`src/rtl/store_narrow_rmw_pkg.sv`:
```
// Shared definitions for the narrow store path and the load extend/extract path.
//   - Access size encodings (byte, halfword, word, illegal).
//   - Store sequencer state enum.
//   - Byte-lane count of a data word.
//   - Misalignment predicate for an access size and the low address bits.
package store_narrow_rmw_pkg;

    localparam int BYTE_LANES = 4;

    localparam logic [1:0] SZ_BYTE = 2'b00;
    localparam logic [1:0] SZ_HALF = 2'b01;
    localparam logic [1:0] SZ_WORD = 2'b10;
    localparam logic [1:0] SZ_ILL  = 2'b11;

    typedef enum logic [2:0] {
        ST_IDLE  = 3'd0,
        ST_READ  = 3'd1,
        ST_MERGE = 3'd2,
        ST_WRITE = 3'd3,
        ST_ERR   = 3'd4
    } state_t;

    // True when an access of the given size is not naturally aligned.
    // The illegal size code is not a misalignment and is rejected separately.
    function automatic logic is_misaligned(input logic [1:0] size,
                                           input logic [1:0] addr_lo);
        case (size)
            SZ_HALF: return addr_lo[0];
            SZ_WORD: return (addr_lo != 2'b00);
            default: return 1'b0;
        endcase
    endfunction

endpackage

```
`src/rtl/store_lane_merge.sv`:
```
// Combinational lane merge: replaces the byte or halfword selected by the low
// address bits inside an existing memory word with new store data.
//   old_word  in  32  word currently held in memory
//   wdata     in  16  store data (byte stores use bits [7:0])
//   size      in  2   SZ_BYTE / SZ_HALF; any other code passes old_word through
//   addr_lo   in  2   byte offset within the word
//   merged    out 32  old_word with the target lane(s) replaced
// BIG_ENDIAN reverses lane placement: byte lane k lives at bits [8(3-k)+7 -: 8],
// so a halfword at offset 0 occupies bits [31:16] with its high byte at lane 0.
module store_lane_merge
    import store_narrow_rmw_pkg::*;
#(
    parameter bit BIG_ENDIAN = 1'b0
) (
    input  logic [31:0] old_word,
    input  logic [15:0] wdata,
    input  logic [1:0]  size,
    input  logic [1:0]  addr_lo,
    output logic [31:0] merged
);

    logic [1:0] byte_pos;   // physical byte slot inside the word
    logic       half_pos;   // physical halfword slot inside the word

    always_comb begin
        // NOTE: every combinational output gets a default before the case so
        // no path leaves it unassigned and no latch is inferred.
        byte_pos = BIG_ENDIAN ? ~addr_lo    : addr_lo;     // ~a == 3-a on 2 bits
        half_pos = BIG_ENDIAN ? ~addr_lo[1] : addr_lo[1];
        merged   = old_word;
        case (size)
            SZ_BYTE: merged[{byte_pos, 3'b000} +: 8]   = wdata[7:0];
            SZ_HALF: merged[{half_pos, 4'b0000} +: 16] = wdata[15:0];
            default: ;
        endcase
    end

endmodule

```
`src/rtl/store_narrow_rmw.sv`:
```
// Narrow store unit: writes a byte, halfword or word from a 32-bit register
// value into a word-only data memory. Sub-word stores run as read-modify-write.
//   clk, rst            clock (rising edge), asynchronous active-high reset
//   req_valid/ready     store request handshake (ready high only in IDLE)
//   req_addr/size/wdata byte address, size code, register value
//   resp_done           one-cycle pulse: store committed to memory
//   resp_err            one-cycle pulse: request rejected, memory untouched
//   mem_addr            word address (0 when no strobe is active)
//   mem_rd_en/mem_rdata read strobe, data returned one cycle later
//   mem_wr_en/mem_wdata write strobe and full word (0 when no strobe)
// Every output is decoded from the state register and captured registers only,
// so there is no combinational path from req_* to mem_*.
module store_narrow_rmw
    import store_narrow_rmw_pkg::*;
#(
    parameter int ADDR_W     = 32,
    parameter bit BIG_ENDIAN = 1'b0
) (
    input  logic              clk,
    input  logic              rst,
    input  logic              req_valid,
    output logic              req_ready,
    input  logic [ADDR_W-1:0] req_addr,
    input  logic [1:0]        req_size,
    input  logic [31:0]       req_wdata,
    output logic              resp_done,
    output logic              resp_err,
    output logic [ADDR_W-3:0] mem_addr,
    output logic              mem_rd_en,
    input  logic [31:0]       mem_rdata,
    output logic              mem_wr_en,
    output logic [31:0]       mem_wdata
);

    state_t            state_q,  state_d;
    logic [ADDR_W-1:0] addr_q,   addr_d;
    logic [1:0]        size_q,   size_d;
    logic [15:0]       data_q,   data_d;     // only the low halfword can reach a lane
    logic [31:0]       merged_q, merged_d;

    logic [31:0]       lane_merged;

    store_lane_merge #(
        .BIG_ENDIAN (BIG_ENDIAN)
    ) u_lane_merge (
        .old_word (mem_rdata),
        .wdata    (data_q),
        .size     (size_q),
        .addr_lo  (addr_q[1:0]),
        .merged   (lane_merged)
    );

    // Next-state and output decode.
    always_comb begin
        state_d   = state_q;
        addr_d    = addr_q;
        size_d    = size_q;
        data_d    = data_q;
        merged_d  = merged_q;

        req_ready = 1'b0;
        resp_done = 1'b0;
        resp_err  = 1'b0;
        mem_rd_en = 1'b0;
        mem_wr_en = 1'b0;
        mem_addr  = '0;
        mem_wdata = '0;

        case (state_q)
            ST_IDLE: begin
                req_ready = 1'b1;
                if (req_valid) begin
                    addr_d = req_addr;
                    size_d = req_size;
                    data_d = req_wdata[15:0];
                    if (req_size == SZ_ILL || is_misaligned(req_size, req_addr[1:0])) begin
                        state_d = ST_ERR;
                    end else if (req_size == SZ_WORD) begin
                        // A full word needs no old data: skip the read.
                        merged_d = req_wdata;
                        state_d  = ST_WRITE;
                    end else begin
                        state_d = ST_READ;
                    end
                end
            end
            ST_READ: begin
                mem_rd_en = 1'b1;
                mem_addr  = addr_q[ADDR_W-1:2];
                state_d   = ST_MERGE;
            end
            ST_MERGE: begin
                // mem_rdata answers the READ strobe of the previous cycle.
                merged_d = lane_merged;
                state_d  = ST_WRITE;
            end
            ST_WRITE: begin
                mem_wr_en = 1'b1;
                mem_addr  = addr_q[ADDR_W-1:2];
                mem_wdata = merged_q;
                resp_done = 1'b1;
                state_d   = ST_IDLE;
            end
            ST_ERR: begin
                resp_err = 1'b1;
                state_d  = ST_IDLE;
            end
            default: state_d = ST_IDLE;
        endcase
    end

    // NOTE: the captured request registers are a handful of flops, so they are
    // reset along with the state; a reset mid-sequence leaves nothing stale.
    always_ff @(posedge clk or posedge rst) begin
        if (rst) begin
            state_q  <= ST_IDLE;
            addr_q   <= '0;
            size_q   <= '0;
            data_q   <= '0;
            merged_q <= '0;
        end else begin
            // NOTE: non-blocking assignments so every flop samples the values
            // from before this edge, independent of statement order.
            state_q  <= state_d;
            addr_q   <= addr_d;
            size_q   <= size_d;
            data_q   <= data_d;
            merged_q <= merged_d;
        end
    end

endmodule

```
`config.mk`:
```
export PLATFORM = sky130hd
export DESIGN_NAME = store_narrow_rmw
export DESIGN_NICKNAME = d
export VERILOG_FILES = /design/src/rtl/store_narrow_rmw_pkg.sv /design/src/rtl/store_lane_merge.sv /design/src/rtl/store_narrow_rmw.sv
export SDC_FILE = /design/constraint.sdc
export NUM_CORES = 1
export LEC_CHECK = 0
export BUFFER_PORTS_ARGS = -buffer_cell sky130_fd_sc_hd__buf_2
export CORE_MARGIN = 2
export CORE_UTILIZATION = 54
export DETAILED_ROUTE_END_ITERATION = 16
export PLACE_DENSITY_LB_ADDON = 0.25
export SLEW_MARGIN = 5
export SYNTH_ARGS = -nofsm -noshare
export SYNTH_HDL_FRONTEND = slang
export SYNTH_SLANG_ARGS = --single-unit
```
`constraint.sdc`:
```
create_clock -name clk -period 6.01 [get_ports clk]
set_clock_uncertainty 0.2 [all_clocks]
set_input_delay 0.601 -clock clk [delete_from_list [all_inputs] [get_ports clk]]
set_output_delay 0.601 -clock clk [all_outputs]
set_load 0.01 [all_outputs]
```
-- Word level (Yosys, flattened, before mapping)
Index checks and enable logic that the tools add are counted.
- equal/unequal tests: 11
- bitwise gates (word level): 0
- reductions and logical operators: 8
- muxes and demuxes: 20
- $mul: 0
- div/mod/pow operators: 0
- shifts and indexed selects: 4
- order comparisons: 0
- add/subtract/negate cells: 2
- operators by type and width (kind ; count):
    $mux 32 ; 4
    $pmux 32 s2 ; 2
    $bwmux 32 ; 2
    $shift 16x7->32 const A ; 1
    $shift 8x7->32 const A ; 1
    $shiftx 16x7->32 ; 1
    $shiftx 8x7->32 ; 1
    $mux 30 ; 1
    $neg 5->7 ; 2
    $pmux 3 s3 ; 1
    $eq 3x2->1 const B ; 2
    $mux 1 ; 6
    $mux 3 ; 2
    $ne 2x2->1 const B ; 3
    $eq 2x1->1 const B ; 2
    $eq 2x2->1 const B ; 2
    $reduce_and 4->1 ; 1
    $reduce_bool 2->1 ; 2
    $eq 3x1->1 const B ; 1
    $eq 3x3->1 const B ; 1
    $logic_not 3->1 ; 1
    $logic_not 2->1 ; 1
    $mux 2 ; 1
    $pmux 1 s2 ; 1
    other kinds (3) ; 3
- bits in latches: 0
- bits in read-only memories: 0
- word-level logic and storage cells: 50
- output and inout bits: 67
- memories: 0
- memory bits (writable): 0
- bits of input ports: 101
- register bits: 85

-- Depth between registers and ports, before layout
- depth after elaboration: 8
- mapped depth: 7
- mapped depth without buffers: 6

-- By module
From an unflattened synthesis, not the netlist that was laid out.
- cell total of the unflattened synthesis: 429
- area, all modules: 5372.7 um^2
- by module, submodules not included (module ; cells an instance ; area each (um^2) ; instances ; sequential area each (um^2)):
    store_narrow_rmw ; 312 ; 4381.7 ; 1 ; 2127.0
    store_lane_merge ; 117 ; 991.0 ; 1 ; 0.0

-- Worst setup path before layout
OpenSTA, ideal clock, no wires.
- kind: reg2reg
- from: register addr_q[1]
- to: register merged_q[1]
- setup time: 0.065 ns
- buffers on the path: 0
- period minus slack after synthesis: 2.223 ns
- stages on the path, launching flop included: 7
- setup slack: 3.787 ns
- data arrival time: 1.958 ns
- data required time: 5.745 ns
- cell sequence: dfrtp_1 inv_1 ha_1 or3b_1 a221oi_4 a221o_1 o221a_2
- cells in the longest elaborated chain, start to end: 5
- elaborated cells on any way between the ends: 10
- those cells by class: add/sub: 2; shift: 4; mux: 4
- ends and longest elaborated chain (what ; RTL line ; text):
    start, declared ; store_narrow_rmw.sv:36 ; logic [ADDR_W-1:0] addr_q, addr_d;
    start signal, assigned ; store_narrow_rmw.sv:125 ; addr_q <= addr_d;
    $neg 5->7, on equally long branches ; store_lane_merge.sv:33, store_lane_merge.sv:32 ;
    $shiftx 16x7->32, or another cell as far along ; store_lane_merge.sv:33 ; SZ_HALF: merged[{half_pos, 4'b0000} +: 16] = wdata[15:0];
    $bwmux 32, on equally long branches ; store_lane_merge.sv:33, store_lane_merge.sv:32 ;
    $pmux 32 s2 * ; store_lane_merge.sv:31 ; case (size)
    $pmux 32 s2 * ; store_narrow_rmw.sv:69 ; case (state_q)
    end signal, assigned ; store_narrow_rmw.sv:128 ; merged_q <= merged_d;
    end, declared ; store_narrow_rmw.sv:39 ; logic [31:0] merged_q, merged_d;
Mark *: on every way between the ends. The rest lies on a longest branch, timed or not.
A chain may end at the register's enable or synchronous reset.

-- Worst setup path in the final report
- from: register state_q[1]
- to: register merged_q[29]
- cells in the longest elaborated chain, start to end: 3
- elaborated cells on any way between the ends: 8
- those cells by class: eq/ne: 4; mux: 1; reduce/logical: 3
- ends and longest elaborated chain (what ; RTL line ; text):
    start, declared ; store_narrow_rmw.sv:35 ; state_t state_q, state_d;
    start signal, assigned ; store_narrow_rmw.sv:124 ; state_q <= state_d;
    $eq 3x2->1 or $logic_not 3->1 (tied branches) ; store_narrow_rmw.sv:69 ;
    $reduce_bool 2->1 (no source line) or $ne 2x2->1 (tied branches) ; -- ;
    $reduce_and 4->1 (no source line) ; -- ;
Parallel ways exist; a longest one is shown, timed or not.

==> reports/summary.md <==
The die covers 0.009383 mm^2. The routed layout has 4,101 vias. Measured on the finished design, the core utilization comes to 68.61%.

The clock transition at the register clock pins on the worst setup and hold paths after CTS was 0.09 ns. After synthesis, the largest family of logic cells by area is compound AO/OA/AOI/OAI gates. The first global-routing pass estimated 20,800 um of wire.

Global routing consumed, on the met3 layer, 4.408% of the routing resources. The synthesis-to-finish area growth was 22.27%; the instance area at placement was 0.005455 mm^2. The number of slew-limit violations in the final report was 0.

In this run the most used layer during global routing was met2. For this design the static power due to leakage is 2.879 nW. The clock root buffer master is sky130_fd_sc_hd__clkbuf_8. The commonest register cell after synthesis is sky130_fd_sc_hd__dfrtp_1.

For met2 alone, demand over resource in global routing was 42.04%. For this run, the detailed router's first-pass iteration total came to 5. For the internal power component, the log shows 1.873 mW. The average instance in the mapped netlist occupies 10.96 um^2. The flow ran to the end, and the final reports show no timing, DRC or antenna violations.

CTS saw 85 sinks. The clock insertion delay at the later pin of the skew report came out at 0.35 ns. In this run the worst hold path is classified as primary input to flip-flop. TritonCTS built the clock tree. The number of warnings issued by yosys came out at 0.

Dividing total power by cell area gives a power density of 554.8 mW/mm^2. After Yosys synthesis, and, or, nand and nor cells account for 15.53% of the synthesized area. The initial utilization of the core area, before any placement, comes to 56.11%.

The number of gates resized after CTS was 0. For this design the top-level I/O count stands at 168. The number of maximum-capacitance violations was 0; the overall die width was 96.87 um. Global routing used 39.24% of the available met1 tracks. Mux contribution to synthesized area: 12.04%. The minimum clock period after layout is 3.094 ns. Buffers placed on the I/O ports in this run total 167. Summed over all layers, the global routing overflow is 0. Detailed placement finished with a half-perimeter wire length of 8816 um. The xor-xnor portion of the synthesized cell area was 0%; the number of library cell types mapped by synthesis was 47.

For this design the total switching power over the nets is 1.286 mW. The worst setup path is captured at a flip-flop. Routability-driven placement finished with a final weighted congestion of 0.8884. Hold repair after CTS inserted 0 buffers.

The run gives 4,048 as the via count of the first global-routing pass. For the initial antenna violation count, the log shows 0. The instance count along the most critical hold path was 2; the DRC violation count after routing was 0. IR analysis of the VDD net gives a maximum drop of 0.0002451 V. Data arrives at the worst endpoint at 3.08 ns.

Number of rows in the core area: 33. The library cells used most frequently in the layout, excluding fill and tap cells, are sky130_fd_sc_hd__buf_2, sky130_fd_sc_hd__dfrtp_1, sky130_fd_sc_hd__mux2_2. Entering global routing, the biggest net connects 86 pins. The worst setup path is of the flip-flop to flip-flop kind. For the synthesized netlist net count, the log shows 534.

The maximum buffer depth of the clock tree is 2. For the portion of the post-synthesis area used by sequential elements, the log shows 45.67%. The slew at the pin closest to its max-slew limit is 1.202 ns, and the highest attainable clock frequency is 0.3232 GHz. For the setup-violating endpoint count in the final report, the log shows 0. Setup repair after global routing left no endpoint under its margin. The routed length per placed instance works out to 18.71 um. Dividing the final minimum period by the clock period gives 51.48%. The total count of hold-check failures in the final report was 0. The length in cells of the worst reg-to-reg path works out to 5. The H-tree was split into 3 levels.

Of the cells placed in the final design, the portion with a size suffix greater than 1 is 42.58%. The number of vias per cell is 6.049. The region available for standard cell placement spans 0.008299 mm^2.

The share of total power dissipated in the clock network is 15.5%. The number of setup buffers added after CTS is 0. In this run the cell area of the synthesized design comes to 0.004657 mm^2. The part of the total power dissipated in combinational logic came out at 49.0%. The synthesized netlist devotes 19.83% of its cell area to compound gates. Wires add up to 12,690 um. The count of nets after finishing is 677, and the number of flops mapped to enable cells by yosys is 0. The fraction of the mapped netlist area in adder cells came out at 2.149%. The largest driver fanout on the critical path was 31; the count of routing violations after the opening detailed-route iteration was 294.

In the synthesized netlist the async set-or-reset flop fraction comes to 100.0%. The most frequent standard cell in the layout excluding fill and tap cells is sky130_fd_sc_hd__buf_2. TritonCTS created 9 clock buffers.

The height of the chip is 96.87 um, and the all-layer global routing usage is 27.10%. The run gives 6.00 ns as the data required time at the worst endpoint. The final non-filler cell area is 0.005694 mm^2. The max-slew headroom at the worst pin was 19.88%. The residual antenna-violating net count after detailed routing is 0. For the final routed database, the setup TNS stands at 0 ns. In the synthesized netlist, the number of instances is 425. Synthesized flop and latch total: 85.

Net switching is 40.72% of the power. The number of antenna diodes in the final layout is 0. The worst setup path is launched from a flip-flop. Sequential group share of total power: 35.5%.
==> logic make-up (layout without fill, tap and decap cells) <==
logic type,count (synthesis),after routing
AOI/OAI and AO/OA,117,117
adders and majority gates,8,8
buffers and inverters,44,192
DFF,85,85
muxes,50,50
and+or+nand+nor,121,121
==> synth_stat cells, drive strengths merged (2+ instances only) <==
| cell type | count | area (um^2) |
|---|---|---|
| a221o | 7 | 70.07 |
| o21a | 3 | 22.52 |
| o21ai | 3 | 15.01 |
| a21o | 18 | 135.1 |
| nor3b | 2 | 20.02 |
| dfrtp | 85 | 2127 |
| and3 | 32 | 200.2 |
| clkbuf | 17 | 63.81 |
| inv | 6 | 22.52 |
| ha | 8 | 100.1 |
| o41ai | 2 | 17.52 |
| nand2b | 3 | 18.77 |
| and2 | 33 | 206.5 |
| nor3 | 3 | 31.28 |
| or3b | 3 | 28.78 |
| or2 | 4 | 25.02 |
| and3b | 2 | 17.52 |
| o221a | 7 | 78.83 |
| mux2 | 48 | 540.5 |
| a21oi | 25 | 125.1 |
| a221oi | 25 | 242.7 |
| mux2i | 2 | 20.02 |
| nand3 | 3 | 15.01 |
| nor2 | 3 | 11.26 |
| o31ai | 22 | 165.2 |
| nand2 | 28 | 105.1 |
| buf | 21 | 136.4 |
| nor2b | 2 | 12.51 |
==> worst max-delay path, stage by stage (launching register included) <==
cell,delay [ns]
sky130_fd_sc_hd__dfrtp_1,0.75
sky130_fd_sc_hd__buf_4,0.37
sky130_fd_sc_hd__or3b_1,0.81
sky130_fd_sc_hd__a21o_1,0.32
sky130_fd_sc_hd__a221oi_1,0.36
sky130_fd_sc_hd__o31ai_1,0.11
==> sequential cells by signal, summed over array words and instances (netlist names) <==
name	flops
state_q	3
size_q	2
data_q	16
merged_q	32
addr_q	32
==> worst paths after layout <==
check	slack (ns)	endpoint	startpoint
max reg2reg	2.92	merged_q[29]	state_q[1]
min in group asynchronous	0.39	addr_q[25]	rst
max in group asynchronous	4.55	merged_q[15]	rst
max	2.92	merged_q[29]	state_q[1]
min	0.26	addr_q[27]	req_addr[27]
min reg2reg	0.28	merged_q[31]	merged_q[31]
==> per-stage QoR <==
step                      worst slack [ns]  total power, mW  cells  hold slack, ns
after floorplan                      3.016            2.207    425          0.2355
final                                2.916            3.159    678          0.2636
after CTS                            2.925            3.164    678          0.2526
after global placement               3.056            2.603    662          0.2531
after global routing                 2.789            3.376    678          0.2487
after detailed placement             2.992            2.667    662          0.2607
==> power by group through the flow <==
stage | Sequential (mW) | Clock [mW] | Combinational (mW)
floorplan | 1.00 | 0 | 1.20
global placement | 1.10 | 0 | 1.50
detailed placement | 1.12 | 0 | 1.54
CTS | 1.11 | 0.498 | 1.55
global route | 1.16 | 0.525 | 1.69
finish | 1.12 | 0.490 | 1.55
==> final cells by class <==
class	instances	area, um^2
Clock buffer	11	131.4
Clock inverter	5	107.6
Fill cell	642	2605
Inverter	6	23.77
Multi-Input combinational cell	296	2315
Sequential cell	85	2127
Tap cell	105	131.4
Timing Repair Buffer	170	858.3
==> per-layer routing <==
metal  vias up  routed length, um
met4         0                229
li1       1866                  -
met3        21               1061
met2       225               5880
met1      1989               5514
met5         -                  0
Power figures use the tool's default switching activity.
